<file path="src/rtl/des_pkg.sv">
// DES key-schedule constants and permutation helpers.
// Shared by the iterative round-key generator and its rotator.
package des_pkg;

  localparam int PC1 [56] = '{
    57, 49, 41, 33, 25, 17,  9,
     1, 58, 50, 42, 34, 26, 18,
    10,  2, 59, 51, 43, 35, 27,
    19, 11,  3, 60, 52, 44, 36,
    63, 55, 47, 39, 31, 23, 15,
     7, 62, 54, 46, 38, 30, 22,
    14,  6, 61, 53, 45, 37, 29,
    21, 13,  5, 28, 20, 12,  4
  };

  localparam int PC2 [48] = '{
    14, 17, 11, 24,  1,  5,
     3, 28, 15,  6, 21, 10,
    23, 19, 12,  4, 26,  8,
    16,  7, 27, 20, 13,  2,
    41, 52, 31, 37, 47, 55,
    30, 40, 51, 45, 33, 48,
    44, 49, 39, 56, 34, 53,
    46, 42, 50, 36, 29, 32
  };

  // SHIFT_SCHED[r-1] is the left-rotate amount that produces round r.
  localparam logic [1:0] SHIFT_SCHED [16] = '{
    2'd1, 2'd1, 2'd2, 2'd2, 2'd2, 2'd2, 2'd2, 2'd2,
    2'd1, 2'd2, 2'd2, 2'd2, 2'd2, 2'd2, 2'd2, 2'd1
  };

  typedef enum logic {IDLE = 1'b0, RUN = 1'b1} state_e;

  // Table entries use DES numbering: bit 1 is the MSB.
  function automatic logic [55:0] pc1(input logic [63:0] key);
    logic [55:0] r;
    r = '0;
    for (int i = 0; i < 56; i++) r[55-i] = key[64-PC1[i]];
    return r;
  endfunction

  function automatic logic [47:0] pc2(input logic [27:0] c, input logic [27:0] d);
    logic [55:0] cd;
    logic [47:0] r;
    cd = {c, d};
    r  = '0;
    for (int i = 0; i < 48; i++) r[47-i] = cd[56-PC2[i]];
    return r;
  endfunction

  // Step after round cnt+1 while encrypting: rotate left by s[cnt+2].
  function automatic logic [1:0] enc_shift(input logic [3:0] cnt);
    logic [3:0] n;
    n = cnt + 4'd1;
    return SHIFT_SCHED[n];
  endfunction

  // Step after round 16-cnt while decrypting: rotate right by s[16-cnt].
  function automatic logic [1:0] dec_shift(input logic [3:0] cnt);
    logic [3:0] n;
    n = 4'd15 - cnt;
    return SHIFT_SCHED[n];
  endfunction

endpackage

</file>
<file path="src/rtl/des_cd_rotate.sv">
// 28-bit C/D half rotator: rotates by 0, 1 or 2 bits, left (dir=0) or right (dir=1).
module des_cd_rotate (
  input  logic [27:0] din,
  input  logic [1:0]  amt,
  input  logic        dir,
  output logic [27:0] dout
);

  always_comb begin
    dout = din;
    case ({dir, amt})
      3'b001:  dout = {din[26:0], din[27]};
      3'b010:  dout = {din[25:0], din[27:26]};
      3'b101:  dout = {din[0], din[27:1]};
      3'b110:  dout = {din[1:0], din[27:2]};
      default: dout = din;
    endcase
  end

endmodule

</file>
<file path="src/rtl/des_key_sched_seq.sv">
// Iterative DES/3DES round-key generator: one C/D register pair, one subkey per
// sk_valid/sk_ready handshake, K1..K16 or K16..K1 depending on decrypt.
module des_key_sched_seq
  import des_pkg::*;
#(
  parameter int NKEY  = 3,
  parameter int SEL_W = 2
) (
  input  logic                 clk,
  input  logic                 rst_n,
  input  logic [64*NKEY-1:0]   key_in,
  input  logic [SEL_W-1:0]     key_sel,
  input  logic                 decrypt,
  input  logic                 start,
  input  logic                 abort,
  output logic                 ready,
  output logic [47:0]          sk,
  output logic [3:0]           sk_idx,
  output logic                 sk_valid,
  input  logic                 sk_ready,
  output logic                 sk_last,
  output logic                 done,
  output logic                 err
);

  state_e      state_q, state_d;
  logic [27:0] c_q, c_d, d_q, d_d;
  logic [3:0]  cnt_q, cnt_d;
  logic        dec_q, dec_d;
  logic        done_q, done_d;
  logic        err_q, err_d;

  logic [63:0] key_slot;
  logic        sel_ok;
  logic [55:0] cd0;
  logic [27:0] c_src, d_src, c_rot, d_rot;
  logic [1:0]  rot_amt;
  logic        rot_dir;

  always_comb begin
    key_slot = '0;
    for (int i = 0; i < NKEY; i++)
      if (int'(key_sel) == i) key_slot = key_in[64*i +: 64];
  end

  assign sel_ok = int'(key_sel) < NKEY;
  assign cd0    = pc1(key_slot);

  // In IDLE the rotators pre-shift the freshly permuted key so the first
  // subkey is ready the cycle after start; in RUN they advance C/D.
  always_comb begin
    if (state_q == IDLE) begin
      c_src   = cd0[55:28];
      d_src   = cd0[27:0];
      rot_amt = decrypt ? 2'd0 : SHIFT_SCHED[0];
      rot_dir = 1'b0;
    end else begin
      c_src   = c_q;
      d_src   = d_q;
      rot_amt = dec_q ? dec_shift(cnt_q) : enc_shift(cnt_q);
      rot_dir = dec_q;
    end
  end

  des_cd_rotate u_rot_c (.din(c_src), .amt(rot_amt), .dir(rot_dir), .dout(c_rot));
  des_cd_rotate u_rot_d (.din(d_src), .amt(rot_amt), .dir(rot_dir), .dout(d_rot));

  always_ff @(posedge clk or negedge rst_n) begin
    if (!rst_n) begin
      state_q <= IDLE;
      c_q     <= '0;
      d_q     <= '0;
      cnt_q   <= '0;
      dec_q   <= 1'b0;
      done_q  <= 1'b0;
      err_q   <= 1'b0;
    end else begin
      state_q <= state_d;
      c_q     <= c_d;
      d_q     <= d_d;
      cnt_q   <= cnt_d;
      dec_q   <= dec_d;
      done_q  <= done_d;
      err_q   <= err_d;
    end
  end

  always_comb begin
    state_d = state_q;
    c_d     = c_q;
    d_d     = d_q;
    cnt_d   = cnt_q;
    dec_d   = dec_q;
    done_d  = 1'b0;
    err_d   = 1'b0;
    case (state_q)
      IDLE: begin
        if (start && !abort) begin
          if (sel_ok) begin
            c_d     = c_rot;
            d_d     = d_rot;
            dec_d   = decrypt;
            cnt_d   = '0;
            state_d = RUN;
          end else begin
            err_d = 1'b1;
          end
        end
      end
      RUN: begin
        if (abort) begin
          state_d = IDLE;
        end else if (sk_ready) begin
          if (cnt_q == 4'd15) begin
            state_d = IDLE;
            done_d  = 1'b1;
          end else begin
            c_d   = c_rot;
            d_d   = d_rot;
            cnt_d = cnt_q + 4'd1;
          end
        end
      end
      default: state_d = IDLE;
    endcase
  end

  always_comb begin
    ready    = (state_q == IDLE);
    sk_valid = (state_q == RUN);
    sk       = sk_valid ? pc2(c_q, d_q) : '0;
    sk_idx   = sk_valid ? (dec_q ? 4'd15 - cnt_q : cnt_q) : '0;
    sk_last  = sk_valid && (cnt_q == 4'd15);
    done     = done_q;
    err      = err_q;
  end

endmodule

</file>
<file path="config.mk">
export PLATFORM = sky130hd
export DESIGN_NAME = des_key_sched_seq
export DESIGN_NICKNAME = d
export VERILOG_FILES = /design/src/rtl/des_pkg.sv /design/src/rtl/des_cd_rotate.sv /design/src/rtl/des_key_sched_seq.sv
export SDC_FILE = /design/constraint.sdc
export NUM_CORES = 1
export LEC_CHECK = 0
export CORE_AREA = 4 4 126 128
export CTS_CLUSTER_SIZE = 16
export DETAILED_ROUTE_END_ITERATION = 12
export DIE_AREA = 0 0 130 132
export PLACE_DENSITY = 0.86
export SLEW_MARGIN = 20
export SYNTH_ARGS = -nofsm -noshare
export SYNTH_HDL_FRONTEND = slang
export SYNTH_SLANG_ARGS = --single-unit
</file>
<file path="constraint.sdc">
create_clock -name clk -period 4.7 [get_ports clk]
set_clock_uncertainty 0.1 [all_clocks]
set_input_delay 1.175 -clock clk [delete_from_list [all_inputs] [get_ports clk]]
set_output_delay 1.175 -clock clk [all_outputs]
set_load 0.02 [all_outputs]
</file>
# Word-level counts from Yosys, hierarchy flattened
# Memories as Yosys holds them, arrays and structs flattened.
# Index checks and enable logic that the tools add are counted.
# totals
word_cells	84
inputBits	200
mem_bits_ro	64
memories	2
out_inout_bits	57
register_bits	64
# classes
add_sub_neg	2
mux	49
n_lt_le_gt_ge	3
reduce_logical	6
eq_ne	12
bitwise	3
# mem_list
memory	depth	word_bits	rd	rd_ports_with_merged_regs	wr	line_no	source
(name not given)	16	2	1	0	0	des_pkg.sv:56	return SHIFT_SCHED[n];
(name not given)	16	2	1	0	0	des_pkg.sv:63	return SHIFT_SCHED[n];
# op_table
operator	count
two-way mux 28 bit	12
case mux 28 bit (4 select lines)	2
two-way mux 64 bit	3
case mux 28 bit (2 select lines)	2
two-way mux 48 bit	1
two-way mux 4 bit	7
two-way mux 1 bit	14
two-way mux 2 bit	6
greater-or-equal comparator 5 bit (second input constant)	2
NOT 4 -> 5 bit	2
case mux 4 bit (2 select lines)	1
equality test 3 bit (second input constant)	2
!= test 2 bit (second input constant)	3
AND reduction 5 bit	1
adder 4 x 1 -> 4 bit (second input constant)	1
equality test 2 bit (second input constant)	2
equality test 4 bit (second input constant)	1
!= test 2 x 1 -> 1 bit (second input constant)	2
subtractor 4 bit (first input constant)	1
equality test 3 x 1 -> 1 bit (second input constant)	1
equality test 3 x 2 -> 1 bit (second input constant)	1
AND reduction 3 bit	1
logical AND 1 bit	2
zero test 2 bit	1
other kinds (4)	4

# Logic depth before layout (Yosys ltp)
# Gate-level depths: netlist of the first run.
# depth
depth_word	13
mapped_depth	14

# Hierarchy
# From an unflattened synthesis of the first run, not the netlist that was laid out.
# unflattened
hier_cells	835
area_unflattened_um2	6795.3
# by_module_without_submodules
mod	area_per_inst_um2	n_inst	cells_per_inst
des_key_sched_seq	4653.2	1	541
des_cd_rotate	1071.0	2	147

# Worst setup path before layout of the first run
# Ideal clock, no wire load.
# synth_timing
path_type	register -> output
from	reg state_q, in the netlist sk_valid
to	out sk_idx[3]
t_arrival_ps	1814
setup_slack_ps	1611
path_buffers	3
required_time_ps	3425
path_stages_with_launch	6
cell_sequence	dfrtp_1 -> buf_4 -> clkinv_1 -> clkbuf_1 -> buf_1 -> a21oi_1
# synth_via
elab_chain_len	1
# synth_lines
item	line_no	source
from (decl)	des_key_sched_seq.sv:26	state_e state_q, state_d;
from (signal assigned)	des_key_sched_seq.sv:78	state_q <= state_d;
two-way mux 4 bit	des_key_sched_seq.sv:132	sk_idx = sk_valid ? (dec_q ? 4'd15 - cnt_q : cnt_q) : '0;
to (decl)	des_key_sched_seq.sv:18	output logic [3:0] sk_idx,
# No other way between the ends.

# Worst setup path after layout of the first run
# layout_timing
from	in decrypt
to	reg c_q[12]
# layout_via
elab_chain_len	8
elab_cells_between_ends	13
classes_between	eq/ne (4); mux (9)
# layout_lines
item	line_no	source
from (decl)	des_key_sched_seq.sv:13	input logic decrypt,
two-way mux 1 bit (*)	des_key_sched_seq.sv:55	rot_amt = decrypt ? 2'd0 : SHIFT_SCHED[0];
two-way mux 2 bit (*)	des_key_sched_seq.sv:52	if (state_q == IDLE) begin
equality test 3 bit, or another cell as far along	des_cd_rotate.sv:11	case ({dir, amt})
case mux 28 bit (4 select lines) (*)	des_cd_rotate.sv:11	
two-way mux 28 bit	des_key_sched_seq.sv:114	if (cnt_q == 4'd15) begin
two-way mux 28 bit	des_key_sched_seq.sv:113	end else if (sk_ready) begin
two-way mux 28 bit	des_key_sched_seq.sv:111	if (abort) begin
case mux 28 bit (2 select lines) (*)	des_key_sched_seq.sv:96	case (state_q)
to (signal assigned)	des_key_sched_seq.sv:71	c_q <= '0;
to (signal assigned)	des_key_sched_seq.sv:79	c_q <= c_d;
to (decl)	des_key_sched_seq.sv:27	logic [27:0] c_q, c_d, d_q, d_d;
# Mark *: on every way between the ends. The rest lies on a longest branch, timed or not. The select of a mux whose other input is x is not followed.
# A chain may end at the register's enable or synchronous reset.

==> run metrics, run 1 <==
run status finished, final reports clean; RSZ-0062 raised after global routing false; setup TNS 0 ps; Syn Inst Count 886; largest net degree at the start of global routing 54; worst path buffer plus inverter count 3; Core Region 14900 sq um; DP Wirelength between 15 and 20 mm; drt via density around 6.7; CTS Buf Count 9; Min Hold Slack around 450 ps; first-pass iteration count of the detailed router 6; first-pass GRT wire length about 43 mm; syn nets between 1000 and 1500; CP Launch Point decrypt; ys flop type dfrtp_1; ys async rst share 100%; initial antenna violation count 0; Post-CTS Setup Inserts 0; Iteration-0 DRC Markers approximately 1400; Congestion Overflow GR 0; wire length per cell approximately 22 um; CP delay by family, top buffers and inverters; gr usage total 31.2%; Final setup viols 0; CP Launch Type primary input; Tcrit/Tclk final approximately four fifths; CTS H-tree depth 3; TritonCTS clock tree yes; Routed Antenna Nets 0; Clock Sinks 64; CTS max path bufs 2; flops & latches, synth 64; Layout area overhead 39.4%; LEAKAGE between 0.003 and 0.004 uW; share of layout cells above drive strength 1 around 8.8%; Ports approximately 260; die width between 100 and 150 um; max-slew violations 0; clk slew on worst S/H paths approximately 60 ps; wire length on met1 a little over 10 mm; Die Area roughly 17000 sq um; number of synthesized flops with an enable pin 0; via count roughly 8400; crit-path max cell delay approximately 600 ps; min-delay src d_q[23]$_DFFE_PN0P_; GP Congestion about 0.95; Fmax 273 MHz; cts repair resizes 0; Critical Path RT ~4800 ps; crit path time final roughly 3700 ps; Critical R2R Launch cnt_q[0]$_DFFE_PN0P_; Starting Density between 40% and 50%; Mapped Area roughly 6800 sq um; Crit. End Element flop; Die Y roughly 130 um; Met2 Routed Length ~13 mm; Post-DP Area approximately 9200 sq um; Seq/Total Area, Yosys around a quarter; Worst Max-Slew Pin Slew around 1200 ps; number of global-route vias before repair 8131; Max Cap Violations 0; Distinct cells, synth 67; I/O Buffers roughly 230; CP Class primary input to flop; worst hold path class flop to flop; final number of hold-violating endpoints 0; root buf cell clkbuf_16; Highest Signal Layer met4; antenna cells 0; drt total wl approximately 28 mm; crit-path cells clkdlybuf4s50_1 > nor2_1 > a31o_2 > ha_2 > inv_1 > nand2_1 > buf_4 > a2111oi_0 > a311oi_1; critical path's slowest cell ha_2; Nets around 1300; met3 WL post-DR ~3.9 mm; row cnt 45; # DRC 0; hold buffers post-CTS 0; Pwr Density about 350 nW/um^2; worst path arrival time between 3000 and 4000 ps; Syn Area/Cell just under 8 sq um; Max VDD drop approximately 230 uV; final non-filler cell area approximately 9500 sq um; Clock Latency Late Sink 340 ps; Ys Warns 0; Worst slew margin between 10% and 20%; crit path max fanout 25
==> cell type report <==
class	instances	area, sq um
well taps	188	235
repair buffers	267	2570
clock buffers	13	260
multi-input cells	706	4720
fillers	1234	5350
clock inverters	3	40.0
flip-flops and latches	64	1600
inverters	23	86.3
==> final timing paths <==
check                                      endpoint  cells past startpoint  slack [ps]
worst max-delay path            c_q[12]$_DFFE_PN0P_                      9        1030
worst min-delay path            d_q[23]$_DFFE_PN0P_                      2         450
worst max register to register  c_q[12]$_DFFE_PN0P_                     12        1150
worst min register to register  d_q[23]$_DFFE_PN0P_                      2         450
max in group asynchronous       d_q[17]$_DFFE_PN0P_                      2        2850
min in group asynchronous       c_q[24]$_DFFE_PN0P_                      1         830
==> worst reg2reg max path, cell delays in order, from the launching register on <==
cell and delay, ps:
dfrtp_1 490, inv_1 110, ha_1 300, inv_1 60
a21o_1 170, a21o_1 150, a31o_2 240, ha_2 600
inv_1 110, nand2_1 300, buf_4 390, a2111oi_0 130
a311oi_1 300
==> layout by cell type (no fill, tap or decap), drive strengths merged, types with 11 or more instances in the layout <==
master / synthesis / final
nor2: 58 / 58
and2: 47 / 47
nor2b: 21 / 21
nand2b: 16 / 16
o221ai: 12 / 12
dfrtp: 64 / 64
clkdlybuf4s50: 0 / 229
o22ai: 14 / 14
a21oi: 67 / 67
a22o: 28 / 28
nand2: 78 / 78
a221oi: 21 / 21
a22oi: 51 / 51
inv: 22 / 22
nor3: 11 / 11
buf: 42 / 38
o21ai: 76 / 76
mux2i: 35 / 35
mux2: 21 / 21
clkbuf: 51 / 13
a211oi: 30 / 30
==> report_power, final <==
| group | leakage [uW] | internal [uW] | switching, uW | total, uW |
|---|---|---|---|---|
| Clock | 0.000150 | 438 | 253 | 691 |
| Sequential | 0.000780 | 754 | 285 | 1040 |
| Combinational | 0.00282 | 729 | 880 | 1610 |
| Total | 0.00375 | 1920 | 1420 | 3340 |
==> per-stage QoR <==
stage               power [uW]  util [%]  instances  setup WS [ps]
floorplan                 1940         -        886           1610
global placement          2550      62.0       1248            837
detailed placement        2590      62.0       1248            795
CTS                       3280      64.0       1264           1100
global route              3500      64.0       1264            875
finish                    3340      64.0       1264           1030
==> cells by family after synthesis <==
| logic type | share of synthesized area, % |
|---|---|
| adders and majority gates | 1.10 |
| muxes | 8.60 |
| xor gates and xnor gates | 0.770 |
| buffers and inverters | 7.77 |
| AOI/OAI and AO/OA | 40.2 |
| DFF | 23.5 |
| and+or+nand+nor | 18.1 |
==> state kept, by name (all words and copies together) (netlist names) <==
register,count
d_q,28
dec_q,1
err,1
sk_valid,1
done,1
c_q,28
cnt_q,4
==> per-layer routing <==
| metal | vias up | track usage [%] |
|---|---|---|
| met2 | 710 | 49.0 |
| met3 | 125 | 6.93 |
| met4 | 0 | 15.7 |
| li1 | 3715 | - |
| met5 | - | 0 |
| met1 | 3863 | 39.9 |
==> synth_stat cells, types with 6 or more instances <==
library cell | number | share of area [%]
a211oi_1 | 30 | 3.3
a21boi_0 | 10 | 1.1
a21o_1 | 8 | 0.88
a21oi_1 | 67 | 4.9
a221o_1 | 10 | 1.5
a221oi_1 | 19 | 2.4
a22o_1 | 28 | 3.6
a22oi_1 | 51 | 5.6
a311oi_1 | 6 | 0.77
a31oi_1 | 9 | 0.82
and2_1 | 47 | 4.3
buf_1 | 6 | 0.33
buf_2 | 25 | 1.8
buf_6 | 6 | 0.99
clkbuf_1 | 51 | 2.8
dfrtp_1 | 64 | 23
ha_1 | 6 | 1.1
inv_1 | 21 | 1.2
mux2_2 | 21 | 3.5
mux2i_1 | 35 | 5.1
nand2_1 | 78 | 4.3
nand2b_1 | 16 | 1.5
nand3_1 | 6 | 0.44
nand3b_1 | 6 | 0.66
nor2_1 | 56 | 3.1
nor2b_1 | 21 | 1.9
nor3_1 | 11 | 0.81
o21ai_0 | 75 | 5.5
o221a_2 | 7 | 1.2
o221ai_1 | 12 | 1.5
o22ai_1 | 14 | 1.3
Power figures use the tool's default switching activity.
==> inputs of run 2 (changes only) <==
--- a/config.mk
+++ b/config.mk
@@ -5,11 +5,11 @@
 export SDC_FILE = /design/constraint.sdc
 export NUM_CORES = 1
 export LEC_CHECK = 0
-export CORE_AREA = 4 4 126 128
+export CORE_AREA = 4 4 127 129
 export CTS_CLUSTER_SIZE = 16
 export DETAILED_ROUTE_END_ITERATION = 12
-export DIE_AREA = 0 0 130 132
-export PLACE_DENSITY = 0.86
+export DIE_AREA = 0 0 131 133
+export PLACE_DENSITY = 0.85
 export SLEW_MARGIN = 20
 export SYNTH_ARGS = -nofsm -noshare
 export SYNTH_HDL_FRONTEND = slang
==> constraint.sdc (replaced) <==
create_clock -name clk -period 3.4 [get_ports clk]
set_clock_uncertainty 0.1 [all_clocks]
set_input_delay 0.85 -clock clk [delete_from_list [all_inputs] [get_ports clk]]
set_output_delay 0.85 -clock clk [all_outputs]
set_load 0.02 [all_outputs]
==> run 2 against run 1 <==
  * Global-route usage grew 0.53 points
  * Combinational power grew 43%
  * Critical endpoint is now sk_last
  * Wire length grew 1.6%
  * Count of clock-buffer cells in the layout is the same
  * Sequential cell count is the same
  * Final cell count grew 2.1%
  * Final area grew 2.5%
  * Via count grew 1.5%
==> run metrics, run 2 (synthesis results as in run 1) <==
run status finished, final reports clean (unchanged); wire length on met1 10.4 mm (was 10.3 mm); commonest non-fill, non-tap cell in the layout clkdlybuf4s50_1 (unchanged); Core Region 15000 sq um (was 14900 sq um); CP Class flop to primary output (was primary input to flop); Max Cap Violations 0 (unchanged); Met2 Routed Length 13.4 mm (was 12.9 mm); Final setup viols 0 (unchanged); Fmax around 300 MHz; drt via density 6.62 (was 6.66); wire length per cell 22.4 um (was 22.5 um); Critical Path RT 2450 ps (was 4830 ps); Worst Max-Slew Pin Slew 691 ps (was 1200 ps); Layout area overhead 42.8% (was 39.4%); P_int 2720 uW (was 1920 uW); # DRC 0 (unchanged); antenna cells 0 (unchanged); switch share 42.2% (was 42.5%); worst hold path class primary input to async pin (was flop to flop); largest net degree at the start of global routing 37 (was 54); crit path max fanout 8 (was 25); commonest cells after routing, fill and taps aside clkdlybuf4s50_1, nand2_1, o21ai_0 (unchanged); crit path time final 3280 ps; root buf cell clkbuf_16 (unchanged); worst path arrival time 2330 ps (was 3800 ps); Worst slew margin 54.0% (was 19.9%); max-slew violations 0 (unchanged); CTS Buf Count 9 (unchanged); Iteration-0 DRC Markers 1423 (was 1419); via count 8537 (was 8413); TritonCTS clock tree yes (unchanged); first-pass iteration count of the detailed router 9 (was 6); RSZ-0062 raised after global routing false (unchanged); Placed Cells incl. Taps 1273 (was 1248); CTS max path bufs 2 (unchanged); Highest Signal Layer met4 (unchanged); first-pass GRT wire length 43.9 mm (was 43.0 mm); setup TNS 0 ps (unchanged); CP Launch Type flop (was primary input); DP Wirelength 20.8 mm (was 19.9 mm); Tcrit/Tclk final ~97%; Psw 1990 uW (was 1420 uW); share of layout cells above drive strength 1 11.2% (was 8.83%); Clock Latency Late Sink 340 ps (about the same); Clock Sinks 64 (unchanged); Routed Antenna Nets 0 (unchanged); final number of hold-violating endpoints 0 (unchanged); initial antenna violation count 0 (unchanged); Ports 257 (unchanged); Starting Density 45.4% (was 45.9%); Die Y 133 um (was 132 um); I/O Buffers 232 (unchanged); clk slew on worst S/H paths 60 ps (about the same); Congestion Overflow GR 0 (unchanged); die width 131 um (was 130 um); drt total wl 28.9 mm (was 28.4 mm); biggest regs c_q (28), d_q (28), cnt_q (4) (unchanged); LEAKAGE 0.00388 uW (was 0.00375 uW); GP Congestion 0.978 (was 0.951); Comb power frac 49.0% (was 48.2%); Max VDD drop 321 uV (was 228 uV); Seq pwr share 30.4% (was 31.1%); Nets 1303 (was 1277); Pwr Density 483 nW/um^2 (was 351 nW/um^2); CTS H-tree depth 3 (unchanged); Die Area 17400 sq um (was 17200 sq um); Reg2Reg Depth 12 (unchanged); number of global-route vias before repair 8156 (was 8131); Crit. End Element primary output (was flop); gr usage total 31.7% (was 31.2%); met3 WL post-DR 3.82 mm (was 3.90 mm); clock share of power 20.6% (was 20.7%); Layout Cells excl Fill 1290 (was 1264); row cnt 45 (unchanged)
-- run 2: cell type report --
| class | instances | area [sq um] |
|---|---|---|
| clock inverter | 3 | 40.0 |
| inverter | 23 | 90.1 |
| tap | 188 | 235 |
| multi-input combinational | 706 | 4720 |
| clock buffer | 13 | 260 |
| sequential | 64 | 1600 |
| timing repair buffer | 293 | 2800 |
| fill | 1246 | 5290 |
-- run 2: worst paths after layout --
check | start | end | slack, ps
hold / removal | rst_n | cnt_q[1]$_DFFE_PN0P_ | 450
min in group clk | c_q[3]$_DFFE_PN0P_ | c_q[3]$_DFFE_PN0P_ | 480
hold reg to reg | c_q[3]$_DFFE_PN0P_ | c_q[3]$_DFFE_PN0P_ | 480
setup / recovery | cnt_q[0]$_DFFE_PN0P_ | sk_last | 120
max in group asynchronous | rst_n | c_q[7]$_DFFE_PN0P_ | 2010
setup reg to reg | cnt_q[0]$_DFFE_PN0P_ | d_q[14]$_DFFE_PN0P_ | 150
-- run 2: repair_timing --
action	CTS	global route
hold buffers	0	0
buffers inserted	0	1
setup endpoints to repair	0	7
gates resized for setup	0	2
-- run 2: layer usage --
layer  track usage (%)  vias up
li1                  -     3768
met1              40.0     3956
met2              51.4      691
met3              6.98      122
met4              13.8        0
met5                 0        -
-- run 2: metrics by stage --
| stage | hold slack, ps | cell area (sq um) | utilization (%) | setup slack, ps | total power, uW |
|---|---|---|---|---|---|
| 2_1_floorplan | 388 | 6830 | - | 436 | 2690 |
| 3_3_place_gp | 443 | 9440 | 62.8 | 92.9 | 3600 |
| 3_5_place_dp | 441 | 9440 | 62.8 | 58.2 | 3640 |
| 4_1_cts | 456 | 9740 | 64.8 | 136 | 4610 |
| 5_1_grt | 497 | 9750 | 64.8 | 5.90 | 4920 |
| 6_report | 452 | 9750 | 64.8 | 118 | 4710 |
-- run 2: power by group through the flow --
stage	Clock [uW]	Combinational, uW	Sequential, uW
3_3_place_gp	0	2180	1410
2_1_floorplan	0	1410	1280
5_1_grt	989	2470	1450
6_report	972	2310	1430
3_5_place_dp	0	2230	1420
4_1_cts	960	2240	1400
-- run 2: worst max-delay path, cell delays in order, from the launching register on --
cell             delay [ps]
dfrtp_1                 510
ha_1                    270
nand3_1                 240
nor2_1                  300
clkdlybuf4s50_1         670
